**src/rtl/led_row_scanner.sv**
```systemverilog
// LED matrix row scanner: shifts each 24-column row out serially, latches it, then holds it lit.
// Build option LED_ROW_SCANNER_BLANK_EN: drive the row/enable only during HOLD instead of continuously.
module led_row_scanner #(
  parameter int CLK_DIV     = 2,
  parameter int HOLD_CYCLES = 1000
) (
  input  logic         clk,
  input  logic         reset,
  input  logic [119:0] frame_in,
  input  logic         frame_load,
  output logic [4:0]   row_sel,
  output logic         ser_data,
  output logic         ser_clk,
  output logic         ser_latch,
  output logic         oe_n,
  output logic         frame_done
);

  localparam logic [15:0] DIV_LAST  = 16'(CLK_DIV - 1);
  localparam logic [15:0] HOLD_LAST = 16'(HOLD_CYCLES - 1);

  typedef enum logic [2:0] {
    S_LOAD,
    S_SHIFT_LO,
    S_SHIFT_HI,
    S_LATCH,
    S_HOLD
  } state_t;

  state_t         r_state;
  state_t         w_state_next;
  logic [15:0]    r_cnt;
  logic [4:0]     r_bit;
  logic [2:0]     r_row;
  logic [23:0]    r_shift;
  logic [119:0]   r_pending;
  logic [119:0]   r_active;

  logic           w_boundary;
  logic [119:0]   w_frame_src;
  logic [119:0]   w_row_src;
  logic [23:0]    w_rows [5];
  logic [23:0]    w_row_data;
  logic           w_div_done;
  logic           w_hold_done;
  logic [4:0]     w_row_onehot;

  // A load landing on the row-0 LOAD cycle must be scanned in that very frame.
  assign w_boundary  = (r_state == S_LOAD) && (r_row == 3'd0);
  assign w_frame_src = frame_load ? frame_in : r_pending;
  assign w_row_src   = w_boundary ? w_frame_src : r_active;

  genvar gi;
  generate
    for (gi = 0; gi < 5; gi++) begin : g_rows
      assign w_rows[gi] = w_row_src[119 - 24*gi -: 24];
    end
  endgenerate

  assign w_row_data   = w_rows[r_row];
  assign w_div_done   = (r_cnt == DIV_LAST);
  assign w_hold_done  = (r_cnt == HOLD_LAST);
  assign w_row_onehot = 5'd1 << r_row;

  always_comb begin
    w_state_next = r_state;
    case (r_state)
      S_LOAD:     w_state_next = S_SHIFT_LO;
      S_SHIFT_LO: if (w_div_done) w_state_next = S_SHIFT_HI;
      S_SHIFT_HI: if (w_div_done) w_state_next = (r_bit == 5'd23) ? S_LATCH : S_SHIFT_LO;
      S_LATCH:    w_state_next = S_HOLD;
      S_HOLD:     if (w_hold_done) w_state_next = S_LOAD;
      default:    w_state_next = S_LOAD;
    endcase
  end

  always_ff @(posedge clk) begin
    if (reset) begin
      r_state   <= S_LOAD;
      r_cnt     <= '0;
      r_bit     <= '0;
      r_row     <= '0;
      r_shift   <= '0;
      r_pending <= '0;
      r_active  <= '0;
    end else begin
      r_state <= w_state_next;
      r_cnt   <= (w_state_next != r_state) ? 16'd0 : r_cnt + 16'd1;
      if (frame_load) r_pending <= frame_in;
      case (r_state)
        S_LOAD: begin
          r_shift <= w_row_data;
          r_bit   <= '0;
          if (w_boundary) r_active <= w_frame_src;
        end
        S_SHIFT_HI: begin
          // The last bit stays on ser_data through LATCH/HOLD; it only moves on SHIFT_LO entry.
          if (w_div_done && r_bit != 5'd23) begin
            r_shift <= {r_shift[22:0], 1'b0};
            r_bit   <= r_bit + 5'd1;
          end
        end
        S_HOLD: begin
          if (w_hold_done) r_row <= (r_row == 3'd4) ? 3'd0 : r_row + 3'd1;
        end
        default: ;
      endcase
    end
  end

  assign ser_data   = r_shift[23];
  assign ser_clk    = (r_state == S_SHIFT_HI);
  assign ser_latch  = (r_state == S_LATCH);
  assign frame_done = (r_state == S_HOLD) && (r_row == 3'd4) && w_hold_done;

`ifdef LED_ROW_SCANNER_BLANK_EN
  assign row_sel = (r_state == S_HOLD) ? w_row_onehot : 5'd0;
  assign oe_n    = (r_state != S_HOLD);
`else
  logic [4:0] r_row_sel;
  logic       r_oe_n;

  always_ff @(posedge clk) begin
    if (reset) begin
      r_row_sel <= '0;
      r_oe_n    <= 1'b1;
    end else if (r_state == S_LATCH) begin
      r_row_sel <= w_row_onehot;
      r_oe_n    <= 1'b0;
    end
  end

  assign row_sel = r_row_sel;
  assign oe_n    = r_oe_n;
`endif

endmodule

```
**config.mk**
```make
export PLATFORM = sky130hd
export DESIGN_NAME = led_row_scanner
export DESIGN_NICKNAME = d
export VERILOG_FILES = /design/src/rtl/led_row_scanner.sv
export SDC_FILE = /design/constraint.sdc
export NUM_CORES = 1
export LEC_CHECK = 0
export BUFFER_PORTS_ARGS = -buffer_cell sky130_fd_sc_hd__buf_2
export CORE_ASPECT_RATIO = 0.9
export CORE_UTILIZATION = 59
export DETAILED_ROUTE_END_ITERATION = 10
export GPL_TIMING_DRIVEN = 1
export PLACE_DENSITY = 0.78
export SETUP_SLACK_MARGIN = 0.15
export SYNTH_ARGS = -nofsm -noshare
export SYNTH_HDL_FRONTEND = slang
export SYNTH_SLANG_ARGS = --single-unit
```
**constraint.sdc**
```tcl
create_clock -name clk -period 4 [get_ports clk]
set_clock_uncertainty 0.2 [all_clocks]
set_input_delay 0.8 -clock clk [delete_from_list [all_inputs] [get_ports clk]]
set_output_delay 0.8 -clock clk [all_outputs]
set_load 0.03 [all_outputs]
```
==> results of run 1 <==
-- metal layers --
metal | up-vias | GRT usage | routed length, µm
met4 | 0 | 0.0929 | 885
li1 | 4975 | - | -
met2 | 391 | 0.451 | 14100
met5 | - | 0 | 0
met1 | 4959 | 0.393 | 14100
met3 | 65 | 0.0458 | 2150
-- registers in the layout, indices dropped and copies added, names as in the netlist --
signal and cells:
r_row 3, r_active 120, row_sel 5, r_pending 120, r_shift 24, r_bit 5, r_cnt 16, r_state 3
oe_n 1
-- cell type report --
cell class                      count  share of cell area
Clock buffer                       43              0.0599
Clock inverter                      6             0.00662
Inverter                           25             0.00654
Multi-Input combinational cell    914               0.425
Sequential cell                   297               0.414
Tap cell                          286              0.0249
Timing Repair Buffer              158              0.0633
-- worst reg2reg max path, delay by kind of cell (launching register included) --
kind	cells	cell delay (ns)
fa+ha+maj	1	0.29
compound gates	3	1.07
buf+inv	3	0.73
flops	1	0.33
simple gates	2	0.51
-- cell families after synthesis --
kind of cell               count (synthesis)
xor gates and xnor gates                  17
AOI/OAI and AO/OA                        275
buffers and inverters                    139
muxes                                    169
adders and majority gates                  8
and+or+nand+nor                          445
DFF                                      297
-- metrics by stage --
step	setup WS (ns)	instances	util	power [mW]
6_report	0.366	1729	0.687	7.15
5_1_grt	0.280	1729	0.687	7.43
4_1_cts	0.376	1729	0.687	7.17
3_5_place_dp	0.706	1680	0.641	4.46
3_3_place_gp	0.704	1680	0.641	4.42
2_1_floorplan	0.757	1350	-	4.18
-- layout by cell type (no fill, tap or decap), types with 15 or more instances in the layout --
cell / instances
mux2_2: 22
nor3_1: 25
mux2i_1: 141
a211oi_1: 90
a21oi_1: 26
inv_1: 24
nand2_1: 26
and2_1: 19
nand3_1: 24
a311oi_1: 15
clkbuf_16: 30
buf_2: 130
o21ai_0: 46
dfxtp_1: 297
buf_4: 23
nor4_1: 25
nor2_1: 276
-- cells in the mapped netlist, types with 7 or more instances --
cell | n | area, µm²
dfxtp_1 | 297 | 5950
nor2_1 | 276 | 1040
mux2i_1 | 141 | 1410
a211oi_1 | 90 | 676
clkbuf_1 | 57 | 214
o21ai_0 | 46 | 230
buf_2 | 34 | 170
a21oi_1 | 26 | 130
nand2_1 | 26 | 97.6
nor3_1 | 25 | 125
nor4_1 | 25 | 156
inv_1 | 24 | 90.1
nand3_1 | 24 | 120
mux2_2 | 22 | 248
and2_1 | 19 | 119
a311oi_1 | 15 | 131
buf_4 | 14 | 105
a221oi_1 | 12 | 105
o22ai_1 | 12 | 75.1
a21o_1 | 11 | 82.6
o2111a_1 | 10 | 113
nand2b_1 | 9 | 56.3
xor2_1 | 9 | 78.8
and3_1 | 8 | 50.1
ha_1 | 8 | 100
o211ai_1 | 8 | 60.1
xnor2_1 | 8 | 70.1
a2bb2oi_1 | 7 | 61.3
buf_1 | 7 | 26.3
-- worst max path at each step --
stage	start	end	slack, ns	depth (start not counted)
2_1_floorplan	r_cnt[3]$_SDFF_PP0_	frame_done	0.76	3
3_3_place_gp	frame_load	r_shift[21]$_SDFFE_PP0P_	0.70	6
3_5_place_dp	frame_load	r_shift[21]$_SDFFE_PP0P_	0.71	6
4_1_cts	r_state[1]$_SDFF_PP0_	ser_clk	0.38	4
5_1_grt	r_state[1]$_SDFF_PP0_	ser_clk	0.28	4
6_report	r_state[1]$_SDFF_PP0_	ser_clk	0.37	4
-- power breakdown --
group / switching [mW] / internal, mW
Combinational: 0.652 / 0.417
Sequential: 0.128 / 3.22
Clock: 1.12 / 1.61
==> impl_metrics.py, run 1 <==
metrics = {
    "synthesis": {
        "synthCells": 1350,
        "yosys-mux-area-fraction": 0.142,
        "avgSynthCellArea_um2": 9.38,
        "synth-seq-cells": 297,
        "synth_edf_count": 0,
        "synthAdderAreaFrac": 0.00790,
        "synth-simple-area-share": 0.160,
        "synth_compound_area_frac": 0.160,
        "synth.cell_area_um2": 12700,
        "syn-num-nets": 1481,
        "synth_top_family_by_area": "compound AO/OA/AOI/OAI gates",
        "ys.flop_type": "dfxtp_1",
        "synth_seq_area_share": 0.469,
        "yosys.area_share.xor_xnor": 0.0118,
        "yosysUniqueCellTypes": 63,
        "ys_warn_count": 0,
        "synthArstFlopShare": 0,
    },
    "timing": {
        "clock.fmax_mhz": 275,
        "post-route-period-util": 0.909,
        "report.final.hold_viol_count": 0,
        "period_minus_slack_ns": 3.63,
        "drv_slew": 0,
        "timing.hold.ws_ns": 0.250,
        "worst_pin_slew_ns": 1.15,
        "slew_headroom": 0.236,
        "setup_viol": 0,
        "fin_tns_setup_ns": 0,
        "rsz0062_at_grt": "no",
    },
    "placed_design": {
        "port_buffers": 132,
        "gp_congestion": 0.855,
        "dpl-instance-area_um2": 13400,
        "dp_hpwl_mm": 20.9,
    },
    "layout": {
        "diodes": 0,
        "final_cell_area_um2": 14400,
        "multi_input_area_um2": 6100,
        "seqCellArea_um2": 5950,
        "fill_cells": 1679,
        "synthToLayoutAreaGrowth_pct": 13.4,
        "final_layout_size_suffix_gt1_frac": 0.170,
        "fin_nets": 1557,
    },
    "worst_setup_path": {
        "required_ns": 3.00,
        "critPathMaxStageDelay_ns": 0.59,
        "worstPathArrival_ns": 2.63,
        "r2r_setup_slack_ns": 0.72,
        "end_kind": "primary output",
        "path_buf_inv": 3,
        "path_cells": "or3b_1, buf_4, inv_1, buf_2",
        "cp_slowest_cell": "dfxtp_1",
        "reg2reg_to": "r_shift[21]$_SDFFE_PP0P_",
        "r2r-start": "r_row[0]$_SDFFE_PP0P_",
        "crit_family": "buffers and inverters",
        "critPathMaxFanout": 22,
        "cp-start-kind": "flop",
        "reg2reg_depth": 9,
        "critPathKind": "flop to primary output",
    },
    "clock_network": {
        "clk_latency_ns": 0.56,
        "tritoncts": "done",
        "postCtsHoldBufs": 0,
        "clk_path_buf_depth": 3,
        "clk_pin_slew_ns": 0.06,
        "cts.sinks": 297,
        "cts-resized-gates": 0,
        "h-tree-depth": 1,
        "numCtsBuffers": 30,
        "cts_setup_buffers": 0,
        "cts_root_buf": "clkbuf_16",
    },
    "global_routing": {
        "grt_overflow": 0,
        "antenna_found_initial": 0,
        "grt_pass1_wl_mm": 49.9,
        "grt_start_max_net_pins": 110,
        "grt_pass1_vias": 9509,
        "grtUsageTotal": 0.284,
    },
    "min_path": {
        "min-delay-start": "oe_n$_SDFFE_PP1P_",
        "hold_depth": 2,
        "hold_end": "oe_n$_SDFFE_PP1P_",
        "hp-class": "flop to flop",
    },
    "run": {
        "cap_violations": 0,
    },
    "pwr": {
        "leakage_nw": 5.98,
        "vdd_drop_max_mv": 0.381,
        "powerDensity_nw_per_um2": 498,
    },
    "die": {
        "fp.dieArea_um2": 22100,
        "ios": 133,
        "start_util": 0.606,
        "std_cell_rows": 50,
        "die_x_um": 156,
        "die_h_um": 141,
        "coreArea_um2": 20900,
    },
    "drt": {
        "vias": 10400,
        "wire_per_inst_um": 18.1,
        "routed_wl_mm": 31.3,
        "drc_errors": 0,
        "ant_nets": 0,
        "dr.pass1.iters": 6,
        "drtIter0Drc": 869,
        "viasPerCell": 6.01,
    },
    "outcome": {
        "outcome": "finished clean",
    },
}
(Power assumes the default switching activity.)
==> run 2, diff against run 1 <==
--- a/config.mk
+++ b/config.mk
@@ -6,11 +6,13 @@
 export NUM_CORES = 1
 export LEC_CHECK = 0
 export BUFFER_PORTS_ARGS = -buffer_cell sky130_fd_sc_hd__buf_2
+export CELL_PAD_IN_SITES_DETAIL_PLACEMENT = 1
+export CELL_PAD_IN_SITES_GLOBAL_PLACEMENT = 1
 export CORE_ASPECT_RATIO = 0.9
-export CORE_UTILIZATION = 59
+export CORE_UTILIZATION = 45
 export DETAILED_ROUTE_END_ITERATION = 10
 export GPL_TIMING_DRIVEN = 1
-export PLACE_DENSITY = 0.78
+export PLACE_DENSITY = 0.77
 export SETUP_SLACK_MARGIN = 0.15
 export SYNTH_ARGS = -nofsm -noshare
 export SYNTH_HDL_FRONTEND = slang
==> run 2 against run 1 <==
Wire length rose by 16%; final area rose by 2.1%; clock power rose by 9.5%; critical endpoint is now frame_done; largest power group unchanged; highest routed layer unchanged.
==> impl_metrics.py, run 2 (synthesized netlist as in run 1, its figures left out) <==
metrics = {
    "timing": {
        "clock.fmax_mhz": 287,
        "slew_headroom": 0.366,
        "timing.hold.ws_ns": 0.257,
        "setup_ws_ns": 0.513,
        "rsz0062_at_grt": "no",
        "fin_tns_setup_ns": 0,
        "setup_viol": 0,
        "drv_slew": 0,
        "period_minus_slack_ns": 3.49,
        "report.final.hold_viol_count": 0,
        "post-route-period-util": 0.872,
        "worst_pin_slew_ns": 0.948,
    },
    "layout": {
        "fill_cells": 3132,
        "diodes": 0,
        "synthToLayoutAreaGrowth_pct": 15.7,
        "final_cell_area_um2": 14700,
        "final_layout_size_suffix_gt1_frac": 0.183,
        "finish.utilization": 0.537,
        "fin_nets": 1572,
        "final_common_cell": "dfxtp_1",
        "reg.largest.list": "r_active: 120 flops, r_pending: 120 flops, r_shift: 24 flops",
        "most-common-layout-cells": "297 x dfxtp_1, 276 x nor2_1, 141 x mux2i_1",
        "seqCellArea_um2": 5950,
        "final_cells": 1814,
        "multi_input_area_um2": 6100,
    },
    "min_path": {
        "hold_depth": 2,
        "min-delay-start": "oe_n$_SDFFE_PP1P_",
        "hold_end": "oe_n$_SDFFE_PP1P_",
        "hp-class": "flop to flop",
    },
    "die": {
        "std_cell_rows": 57,
        "coreArea_um2": 27300,
        "die_h_um": 161,
        "fp.dieArea_um2": 28800,
        "start_util": 0.464,
        "ios": 133,
        "die_x_um": 179,
    },
    "run": {
        "cap_violations": 0,
    },
    "worst_setup_path": {
        "r2r-start": "r_row[0]$_SDFFE_PP0P_",
        "required_ns": 3.00,
        "critPathMaxStageDelay_ns": 0.62,
        "reg2reg_depth": 8,
        "reg2reg_to": "r_shift[9]$_SDFFE_PP0P_",
        "path_buf_inv": 1,
        "critPathKind": "flop to primary output",
        "r2r_setup_slack_ns": 0.76,
        "critPathMaxFanout": 4,
        "cp-start-kind": "flop",
        "path_cells": "or4_1, or3_1, nor4_1, buf_2",
        "crit_family": "simple AND/OR/NAND/NOR gates",
        "worstPathArrival_ns": 2.49,
        "end_kind": "primary output",
        "cp_slowest_cell": "or4_1",
    },
    "clock_network": {
        "cts_setup_buffers": 0,
        "clk_path_buf_depth": 3,
        "cts.sinks": 297,
        "clk_pin_slew_ns": 0.06,
        "tritoncts": "done",
        "cts_root_buf": "clkbuf_16",
        "h-tree-depth": 1,
        "numCtsBuffers": 31,
        "clk_latency_ns": 0.56,
        "postCtsHoldBufs": 0,
        "cts-resized-gates": 0,
    },
    "pwr": {
        "vdd_drop_max_mv": 0.343,
        "seqPwrFrac": 0.450,
        "finalPower_mw": 7.48,
        "leakage_nw": 6.10,
        "power.switching_mw": 2.01,
        "internal-power_mw": 5.47,
        "p_sw_frac": 0.269,
        "power_frac_clock": 0.400,
        "pwr-share-comb": 0.150,
        "powerDensity_nw_per_um2": 510,
    },
    "drt": {
        "wire_per_inst_um": 20.1,
        "drc_errors": 0,
        "drtIter0Drc": 608,
        "ant_nets": 0,
        "vias": 10500,
        "viasPerCell": 5.78,
        "dr.pass1.iters": 5,
        "routed_wl_mm": 36.4,
    },
    "global_routing": {
        "grt_start_max_net_pins": 129,
        "grt_pass1_wl_mm": 57.8,
        "grtUsageTotal": 0.252,
        "antenna_found_initial": 0,
        "grt_overflow": 0,
        "grt_pass1_vias": 10700,
    },
    "placed_design": {
        "placedCellCount": 1762,
        "dpl-instance-area_um2": 13600,
        "dpl_worst_slack_ns": 0.711,
        "dp_hpwl_mm": 24.4,
        "port_buffers": 132,
        "gp_congestion": 0.811,
    },
    "outcome": {
        "outcome": "finished clean",
    },
}
[run 2: cell count changes in the layout (fill, tap and decap cells not counted), sizes merged]
cell / delta
bufinv: +2
inv: +1
buf: +14
clkbuf: -1
clkinvlp: +1
[run 2: worst register-to-register path: cells and delay by family, from the launching register on]
family,cells,cell delay [ns]
mux,1,0.37
compound gates,1,0.17
fa+ha+maj,1,0.30
flops,1,0.31
buf+inv,2,0.42
simple gates,3,1.39
[run 2: cell type report]
class / count / share of cell area
clock buffer: 42 / 0.0612
clock inverter: 10 / 0.0107
inverter: 25 / 0.00640
multi-input combinational: 914 / 0.416
sequential: 297 / 0.406
tap: 354 / 0.0302
timing repair buffer: 172 / 0.0700
[run 2: power by group through the flow]
stage	logic, mW	clock network (mW)	registers (mW)
floorplan	0.805	0	3.37
global placement	1.07	0	3.41
detailed placement	1.11	0	3.42
CTS	1.12	3.05	3.36
global route	1.23	3.17	3.39
finish	1.12	2.99	3.36
[run 2: per-layer routing]
| layer | GRT usage | wire, µm |
|---|---|---|
| met1 | 0.336 | 16700 |
| met2 | 0.425 | 17000 |
| met3 | 0.0327 | 1680 |
| met4 | 0.0713 | 1020 |
| met5 | 0 | 0 |
[run 2: worst max path at each step]
stage / startpoint / endpoint / slack [ns] / cells after the start
final: r_cnt[3]$_SDFF_PP0_ / frame_done / 0.51 / 4
after global routing: r_cnt[3]$_SDFF_PP0_ / frame_done / 0.34 / 4
after CTS: r_cnt[3]$_SDFF_PP0_ / frame_done / 0.50 / 4
after detailed placement: frame_load / r_shift[13]$_SDFFE_PP0P_ / 0.71 / 6
after global placement: frame_load / r_shift[20]$_SDFFE_PP0P_ / 0.67 / 6
after floorplan: r_cnt[3]$_SDFF_PP0_ / frame_done / 0.76 / 3
